`src/rtl/mux2to1_arbiter_pkg.sv`:
```
// Shared types for the mux2to1_arbiter slice.
//   state_t   : arbiter FSM state. The encodings IDLE=00, G0=01, G1=10 are fixed.
//   cnt_width : width of the tenure counter, $clog2(MAXHOLD) but never below 1 bit.
package mux2to1_arbiter_pkg;

  typedef enum logic [1:0] {
    IDLE = 2'b00,
    G0   = 2'b01,
    G1   = 2'b10
  } state_t;

  function automatic int cnt_width(input int maxhold);
    return (maxhold > 1) ? $clog2(maxhold) : 1;
  endfunction

endpackage

```
`src/rtl/mux2to1_arbiter_if.sv`:
```
// Shared-channel bundle between two requesters and the arbiter.
//   REQ0/REQ1 : level requests, held while the channel is wanted
//   D0/D1     : requester data (W bits)
//   GNT0/GNT1 : registered grants, never both high
//   PS        : mux select, 1 = D1 drives Y
//   Y/VALID   : registered shared output, qualified by VALID
// The slave modport is the arbiter side; the master modport is the requester side.
interface mux2to1_arbiter_if #(
  parameter int W = 1
);
  logic         REQ0;
  logic         REQ1;
  logic [W-1:0] D0;
  logic [W-1:0] D1;
  logic         GNT0;
  logic         GNT1;
  logic         PS;
  logic [W-1:0] Y;
  logic         VALID;

  modport master (
    output REQ0, REQ1, D0, D1,
    input  GNT0, GNT1, PS, Y, VALID
  );

  modport slave (
    input  REQ0, REQ1, D0, D1,
    output GNT0, GNT1, PS, Y, VALID
  );
endinterface

```
`src/rtl/mux2to1_reg.sv`:
```
// W-bit registered 2:1 mux with enable and asynchronous clear.
//   CP    : clock, rising edge
//   nCR   : asynchronous active-low clear (q=0, valid=0)
//   en    : load q from the selected input this edge; valid follows en
//   sel   : 1 selects d1, 0 selects d0
//   d0/d1 : data inputs
//   q     : registered output, holds when en is low
//   valid : registered copy of en
module mux2to1_reg #(
  parameter int W = 1
) (
  input  logic         CP,
  input  logic         nCR,
  input  logic         en,
  input  logic         sel,
  input  logic [W-1:0] d0,
  input  logic [W-1:0] d1,
  output logic [W-1:0] q,
  output logic         valid
);

  // NOTE: non-blocking assignments here so every register samples pre-edge values.
  always_ff @(posedge CP or negedge nCR) begin
    if (!nCR) begin
      q     <= '0;
      valid <= 1'b0;
    end else begin
      valid <= en;
      if (en) q <= sel ? d1 : d0;
    end
  end

endmodule

```
`src/rtl/mux2to1_arbiter.sv`:
```
// Round-robin arbiter plus registered 2:1 data path sharing one W-bit channel.
//   CP      : clock, rising edge
//   nCR     : asynchronous active-low clear
//   bus     : mux2to1_arbiter_if.slave (REQ0/1, D0/1 in; GNT0/1, PS, Y, VALID out)
// Parameters:
//   W       : data width
//   MAXHOLD : max consecutive grant cycles while the other side waits (>= 1)
// Grants and PS decode directly from the state register. Y/VALID are loaded from
// the granted source on each edge, so they lag the grant by one cycle.
module mux2to1_arbiter
  import mux2to1_arbiter_pkg::*;
#(
  parameter int W       = 1,
  parameter int MAXHOLD = 4
) (
  input  logic               CP,
  input  logic               nCR,
  mux2to1_arbiter_if.slave   bus
);

  localparam int            CW       = cnt_width(MAXHOLD);
  localparam logic [CW-1:0] CNT_LAST = CW'(MAXHOLD - 1);

  state_t        state;
  logic [CW-1:0] cnt;
  logic          last;      // side granted most recently; 1 lets requester 0 win the first tie
  logic          at_limit;  // current tenure has used its MAXHOLD cycles

  assign at_limit = (cnt == CNT_LAST);

  always_ff @(posedge CP or negedge nCR) begin
    if (!nCR) begin
      state <= IDLE;
      cnt   <= '0;
      last  <= 1'b1;
    end else begin
      case (state)
        IDLE: begin
          if (bus.REQ0 && (!bus.REQ1 || last)) begin
            state <= G0;
            cnt   <= '0;
            last  <= 1'b0;
          end else if (bus.REQ1) begin
            state <= G1;
            cnt   <= '0;
            last  <= 1'b1;
          end
        end
        // Hand over when the holder lets go or its tenure expires with the
        // other side waiting; an expired tenure with nobody waiting renews.
        G0: begin
          if (bus.REQ1 && (!bus.REQ0 || at_limit)) begin
            state <= G1;
            cnt   <= '0;
            last  <= 1'b1;
          end else if (!bus.REQ0) begin
            state <= IDLE;
          end else if (at_limit) begin
            cnt <= '0;
          end else begin
            cnt <= cnt + CW'(1);
          end
        end
        G1: begin
          if (bus.REQ0 && (!bus.REQ1 || at_limit)) begin
            state <= G0;
            cnt   <= '0;
            last  <= 1'b0;
          end else if (!bus.REQ1) begin
            state <= IDLE;
          end else if (at_limit) begin
            cnt <= '0;
          end else begin
            cnt <= cnt + CW'(1);
          end
        end
        // NOTE: the unused encoding 2'b11 recovers to IDLE rather than locking up.
        default: state <= IDLE;
      endcase
    end
  end

  assign bus.GNT0 = (state == G0);
  assign bus.GNT1 = (state == G1);
  assign bus.PS   = (state == G1);

  mux2to1_reg #(.W(W)) u_reg (
    .CP    (CP),
    .nCR   (nCR),
    .en    (state != IDLE),
    .sel   (state == G1),
    .d0    (bus.D0),
    .d1    (bus.D1),
    .q     (bus.Y),
    .valid (bus.VALID)
  );

endmodule
```
`src/flat_wrapper.sv`:
```
// flat-port wrapper written by rule: the top's interface ports become plain ports
module mux2to1_arbiter_flat import mux2to1_arbiter_pkg::*;
#(
  parameter int W       = 1,
  parameter int MAXHOLD = 4
)
  (CP, nCR, bus_REQ0, bus_REQ1, bus_D0, bus_D1, bus_GNT0, bus_GNT1, bus_PS, bus_Y, bus_VALID);
  mux2to1_arbiter_if #(.W(W)) bus_i ();
  input  logic CP;
  input  logic nCR;
  input wire logic [$bits(bus_i.REQ0)-1:0] bus_REQ0;
  input wire logic [$bits(bus_i.REQ1)-1:0] bus_REQ1;
  input wire logic [$bits(bus_i.D0)-1:0] bus_D0;
  input wire logic [$bits(bus_i.D1)-1:0] bus_D1;
  output wire logic [$bits(bus_i.GNT0)-1:0] bus_GNT0;
  output wire logic [$bits(bus_i.GNT1)-1:0] bus_GNT1;
  output wire logic [$bits(bus_i.PS)-1:0] bus_PS;
  output wire logic [$bits(bus_i.Y)-1:0] bus_Y;
  output wire logic [$bits(bus_i.VALID)-1:0] bus_VALID;
  assign bus_i.REQ0 = bus_REQ0;
  assign bus_i.REQ1 = bus_REQ1;
  assign bus_i.D0 = bus_D0;
  assign bus_i.D1 = bus_D1;
  assign bus_GNT0 = bus_i.GNT0;
  assign bus_GNT1 = bus_i.GNT1;
  assign bus_PS = bus_i.PS;
  assign bus_Y = bus_i.Y;
  assign bus_VALID = bus_i.VALID;
  mux2to1_arbiter #(.W(W), .MAXHOLD(MAXHOLD)) u_core (.CP(CP), .nCR(nCR), .bus(bus_i));
endmodule
```
`config.mk`:
```
export PLATFORM = sky130hd
export DESIGN_NAME = mux2to1_arbiter_flat
export DESIGN_NICKNAME = d
export VERILOG_FILES = /design/src/rtl/mux2to1_arbiter_pkg.sv /design/src/rtl/mux2to1_arbiter_if.sv /design/src/rtl/mux2to1_reg.sv /design/src/rtl/mux2to1_arbiter.sv /design/src/flat_wrapper.sv
export SDC_FILE = /design/constraint.sdc
export NUM_CORES = 1
export LEC_CHECK = 0
export BUFFER_PORTS_ARGS = -buffer_cell sky130_fd_sc_hd__buf_4
export CAP_MARGIN = 0
export CORE_MARGIN = 2
export CORE_UTILIZATION = 25
export DETAILED_ROUTE_END_ITERATION = 12
export PLACE_DENSITY = 0.49
export SKIP_CTS_REPAIR_TIMING = 1
export SYNTH_ARGS = -nofsm -noshare
export SYNTH_HDL_FRONTEND = slang
export SYNTH_SLANG_ARGS = --single-unit
```
`constraint.sdc`:
```
create_clock -name CP -period 1.5 [get_ports CP]
set_input_delay 0.075 -clock CP [delete_from_list [all_inputs] [get_ports CP]]
set_output_delay 0.075 -clock CP [all_outputs]
set_load 0.02 [all_outputs]
```
==> results of run 1 <==
==> layer usage <==
| metal | global-route usage | up-vias | part of all wire |
|---|---|---|---|
| li1 | - | 246 | - |
| met1 | 0.137 | 234 | 0.48 |
| met2 | 0.160 | 6 | 0.49 |
| met3 | 0.0212 | 0 | 0.027 |
| met4 | 0.0556 | 0 | 0 |
| met5 | 0 | - | 0 |
==> path summary, 6_finish.rpt <==
path / startpoint / end / slack (ps) / depth (start not counted)
min in group asynchronous: nCR / u_core.cnt[1] / 180 / 2
max: u_core.state[0] / u_core.cnt[0] / -100 / 6
min reg2reg: u_core.u_reg.q / u_core.u_reg.q / 490 / 2
max in group asynchronous: nCR / u_core.last / 1120 / 2
max reg2reg: u_core.state[0] / u_core.cnt[0] / -100 / 6
min: bus_D0 / u_core.u_reg.q / 110 / 3
==> power breakdown <==
part	total, mW	switching [mW]	leakage [nW]	internal [mW]
Clock	0.165	0.0639	0.0150	0.101
Sequential	0.346	0.0618	0.0861	0.284
Combinational	1.08	0.475	0.302	0.603
Total	1.59	0.601	0.403	0.988
==> cell type report <==
cell class / instances / area [um2] / share of cell area
clock buffers: 4 / 26.3 / 0.0317
multi-input cells: 38 / 363 / 0.438
repair buffers: 27 / 209 / 0.252
flip-flops and latches: 7 / 178 / 0.215
well taps: 27 / 33.8 / 0.0408
inverters: 5 / 18.8 / 0.0227
==> worst register-to-register path, delay by kind of cell (launching register included) <==
kind,cells,cell delay [ps]
AND/OR/NAND/NOR,2,470
adder cells (fa/ha/maj),1,150
AO/OA/AOI/OAI,2,390
buffers and inverters,1,130
flip-flops,1,400
==> placed cells by master, fill, tap and decap left out, types with 3 or more instances in the layout <==
cell	n
clkbuf_4	3
ha_2	3
nand2_1	3
dfrtp_1	5
buf_4	25
inv_1	4
a21oi_1	3
==> sequential cells by signal, summed over array words and instances (netlist names) <==
signal              cells
u_core.u_reg.valid      1
u_core.cnt              2
u_core.state            2
u_core.last             1
u_core.u_reg.q          1
==> kinds of logic after synthesis <==
family | after synthesis | share of synthesized area
buffers and inverters | 8 | 0.0867
and+or+nand+nor | 12 | 0.120
muxes | 5 | 0.104
adders and majority gates | 5 | 0.120
DFF | 7 | 0.340
AOI/OAI and AO/OA | 16 | 0.229
==> metrics by stage <==
step / hold WS (ps) / TNS (ps) / utilization / instances
6_report: 114 / -234 / 0.422 / 108
5_1_grt: 136 / -600 / 0.422 / 108
4_1_cts: -377 / -545 / 0.383 / 104
3_5_place_dp: -106 / -508 / 0.369 / 100
3_3_place_gp: -109 / -469 / 0.369 / 100
2_1_floorplan: -221 / -388 / - / 53
==> impl_metrics.json, run 1 <==
{
  "p_leak_nw": 0.403,
  "synth_top_cell_area_share": 0.289,
  "path_delay_family": "simple AND/OR/NAND/NOR gates",
  "start_kind": "flip-flop",
  "min_path_type": "in2reg",
  "slowest_stage": "dfrtp_1",
  "grt_pass1_wl_um": 1990,
  "initial_core_util": 0.265,
  "maxCapViolations": 0,
  "crit_type": "reg2reg",
  "worstPathMaxFanout": 4,
  "cp.required_ps": 1680,
  "synthDistinctLibCells": 25,
  "drc": 0,
  "wl_um": 1220,
  "crit_buf_inv": 1,
  "path_cells": "buf_6 > ha_4 > or3_1 > a21o_1 > nor3_2 > a32o_1",
  "power_mw": 1.59,
  "fillers": 222,
  "rsz0062_at_grt": "yes",
  "ys_seq_area_frac": 0.340,
  "ant_nets": 0,
  "cts_buffer_depth": 2,
  "via_count": 486,
  "synthTopCellsByCount": "dfrtp_1, ha_1, inv_1, nand2_1",
  "port_buffers": 10,
  "fin_ws_ps": -100,
  "cts_tree": "yes",
  "syn_inst": 53,
  "dieArea_um2": 2460,
  "gp_congestion": 0.812,
  "h-tree-depth": 1,
  "core_area_um2": 1960,
  "diodes": 0,
  "max-vdd-ir-drop_uv": 800,
  "powerDensity_nw_per_um2": 1920,
  "relSlewSlack": 0.772,
  "critPathArrivalTime_ps": 1780,
  "clk_pin_slew_worst_paths_ps": 50,
  "clockRootBuffer": "clkbuf_4",
  "die_w_um": 49.6,
  "yosys.area.top_type": "dfrtp_1",
  "fin_skew_ps": 1.10,
  "area_growth_pct": 59.5,
  "drive_above_1_share": 0.593,
  "gr-total-overflow": 0,
  "first_pass_iters": 4,
  "synth-edff-count": 0,
  "numCtsBuffers": 3,
  "drv_slew": 0,
  "drt_iter0_drc": 8,
  "cp-end-kind": "flip-flop",
  "clock-sinks": 7,
  "clk_latency_ps": 240,
  "grt_max_degree": 9,
  "avgSynthCellArea_um2": 9.80,
  "worst-slew-pin-transition_ps": 338,
  "num_rows": 16,
  "max_freq_ghz": 0.625,
  "dpl_cell_area_um2": 724,
  "grt_util_all_layers": 0.104,
  "finalSetupViolations": 3,
  "ys_ff_latch": 7,
  "layout.nets": 93,
  "via_per_inst": 4.50,
  "wl_per_cell_um": 11.3,
  "layout_worst_path_cycle_share": 1.07,
  "grt_antenna_before_repair": 0,
  "ys_async_sr_fraction": 1.00,
  "design_area_um2": 828,
  "place_ws_ps": -126,
  "yosys_warnings": 0,
  "synth_flop_cell": "dfrtp_1",
  "die-height_um": 49.6,
  "ys_top_cells_by_area": "dfrtp_1, ha_1, mux2_2",
  "violations": "negative setup slack",
  "hold_viol_final": 0,
  "ios": 11,
  "slowest_delay_ps": 400,
  "synthMostInstantiatedCell": "dfrtp_1",
  "min_period_ps": 1600,
  "syn_nets": 64,
  "outcome": "finished with violations",
  "grt_pass1_vias": 468,
  "hpwl_um": 950,
  "syn-cell-area_um2": 519
}
Power figures use the tool's default switching activity.
==> inputs of run 2 (changes only) <==
--- a/config.mk
+++ b/config.mk
@@ -7,7 +7,6 @@
 export LEC_CHECK = 0
 export BUFFER_PORTS_ARGS = -buffer_cell sky130_fd_sc_hd__buf_4
 export CAP_MARGIN = 0
-export CORE_MARGIN = 2
 export CORE_UTILIZATION = 25
 export DETAILED_ROUTE_END_ITERATION = 12
 export PLACE_DENSITY = 0.49
==> run 2 against run 1 <==
Net effect: die area down 7.9%; clock skew up 0.61 ps; clock power about the same; flip-flop and latch count unchanged; the run still ends with negative setup slack left; global-route usage up 1.0 points; setup slack better by 1.7 ps; critical path depth is the same; maximum frequency increased by 0.10%.
==> impl_metrics.json, run 2 (synthesis gave the netlist of run 1 again) <==
{
  "cp.required_ps": 1680,
  "fin_skew_ps": 1.71,
  "maxCapViolations": 0,
  "cp-end-kind": "flip-flop",
  "top_usage_layer": "met2",
  "grt_max_degree": 9,
  "area_growth_pct": 51.8,
  "diodes": 0,
  "num_rows": 16,
  "grt_util_all_layers": 0.115,
  "met3_usage": 0.0226,
  "met2_usage": 0.186,
  "power_frac_comb": 0.664,
  "powerDensity_nw_per_um2": 1900,
  "h-tree-depth": 1,
  "layout_common_cells": "buf_4, dfrtp_1, inv_1, nand2_1",
  "path_depth": 6,
  "placedCellCount": 100,
  "outcome": "finished with violations",
  "initial_core_util": 0.265,
  "clk_latency_ps": 240,
  "power.internal_mw": 0.935,
  "top_regs": "u_core.cnt (2), u_core.state (2)",
  "rsz0062_at_grt": "yes",
  "path_delay_family": "simple AND/OR/NAND/NOR gates",
  "fin_ws_ps": -98.7,
  "tns_ps": -246,
  "drv_slew": 0,
  "regArea_um2": 178,
  "die-height_um": 47.6,
  "hold_viol_final": 0,
  "reg2reg_depth": 6,
  "holdWs_ps": 113,
  "via_per_inst": 4.31,
  "power_mw": 1.50,
  "clock-sinks": 7,
  "seqPwrFrac": 0.227,
  "layout_worst_path_cycle_share": 1.07,
  "pwr-share-clk": 0.109,
  "p_sw_mw": 0.560,
  "numCtsBuffers": 3,
  "crit_buf_inv": 1,
  "multi_input_area_um2": 338,
  "cts_tree": "yes",
  "ios": 11,
  "min_path_type": "in2reg",
  "fillers": 218,
  "slowest_delay_ps": 400,
  "relSlewSlack": 0.784,
  "port_buffers": 10,
  "drive_above_1_share": 0.519,
  "grt_pass1_vias": 445,
  "cts_buffer_depth": 2,
  "crit_type": "reg2reg",
  "worstPathMaxFanout": 6,
  "first_pass_iters": 3,
  "max-vdd-ir-drop_uv": 765,
  "die_w_um": 47.6,
  "wl_um": 1110,
  "wl_per_cell_um": 10.5,
  "grtUsageMet1": 0.142,
  "dieArea_um2": 2260,
  "place_ws_ps": -112,
  "worst-slew-pin-transition_ps": 321,
  "finalSetupViolations": 3,
  "p_sw_frac": 0.375,
  "clk_pin_slew_worst_paths_ps": 50,
  "path_cells": "buf_6 > ha_4 > or3_1 > a21o_1 > nor3_2 > a32o_1",
  "clockRootBuffer": "clkbuf_4",
  "grt_pass1_wl_um": 1790,
  "fin_cells": 106,
  "layout.nets": 91,
  "core_area_um2": 1960,
  "p_leak_nw": 0.391,
  "hpwl_um": 893,
  "grt_antenna_before_repair": 0,
  "max_freq_ghz": 0.626,
  "gr-total-overflow": 0,
  "mostFrequentLayoutCell": "buf_4",
  "min_period_ps": 1600,
  "slowest_stage": "dfrtp_1",
  "min_path_cells": 3,
  "critPathArrivalTime_ps": 1780,
  "start_kind": "flip-flop",
  "via_count": 457,
  "gp_congestion": 0.841,
  "drc": 0,
  "violations": "negative setup slack",
  "ant_nets": 0,
  "drt_iter0_drc": 2
}
[run 2: cell type report]
class / instances / area share
Inverter: 5 / 0.0238
Clock buffer: 4 / 0.0333
Sequential cell: 7 / 0.225
Tap cell: 27 / 0.0429
Multi-Input combinational cell: 38 / 0.429
Timing Repair Buffer: 25 / 0.246
[run 2: final timing paths]
check / startpoint / to / slack (ps)
min reg2reg: u_core.u_reg.q / u_core.u_reg.q / 490
max: u_core.state[0] / u_core.cnt[0] / -100
max in group asynchronous: nCR / u_core.last / 1100
max reg2reg: u_core.state[0] / u_core.cnt[0] / -100
min in group asynchronous: nCR / u_core.u_reg.valid / 190
min: bus_D0 / u_core.u_reg.q / 110
[run 2: through the flow]
| step | utilization | area [um2] |
|---|---|---|
| after CTS | 0.383 | 751 |
| after global routing | 0.402 | 788 |
| after detailed placement | 0.369 | 724 |
| after floorplan | - | 544 |
| final | 0.402 | 788 |
| after global placement | 0.369 | 724 |
[run 2: per-layer routing]
layer  share of wire  vias up
met1            0.49      206
met4               0        0
met5               0        -
met2            0.48        7
met3           0.034        0
li1                -      244
[run 2: power groups by stage]
stage	Clock, mW	Sequential [mW]	Combinational (mW)
after floorplan	0	0.375	0.595
after global placement	0	0.338	0.954
after detailed placement	0	0.339	0.952
after CTS	0.173	0.336	0.954
after global routing	0.188	0.352	1.10
final	0.162	0.340	0.994
[run 2: worst min-delay path, stage by stage]
cell     delay (ps)
buf_4            70
mux2i_1          40
o21ai_0         120
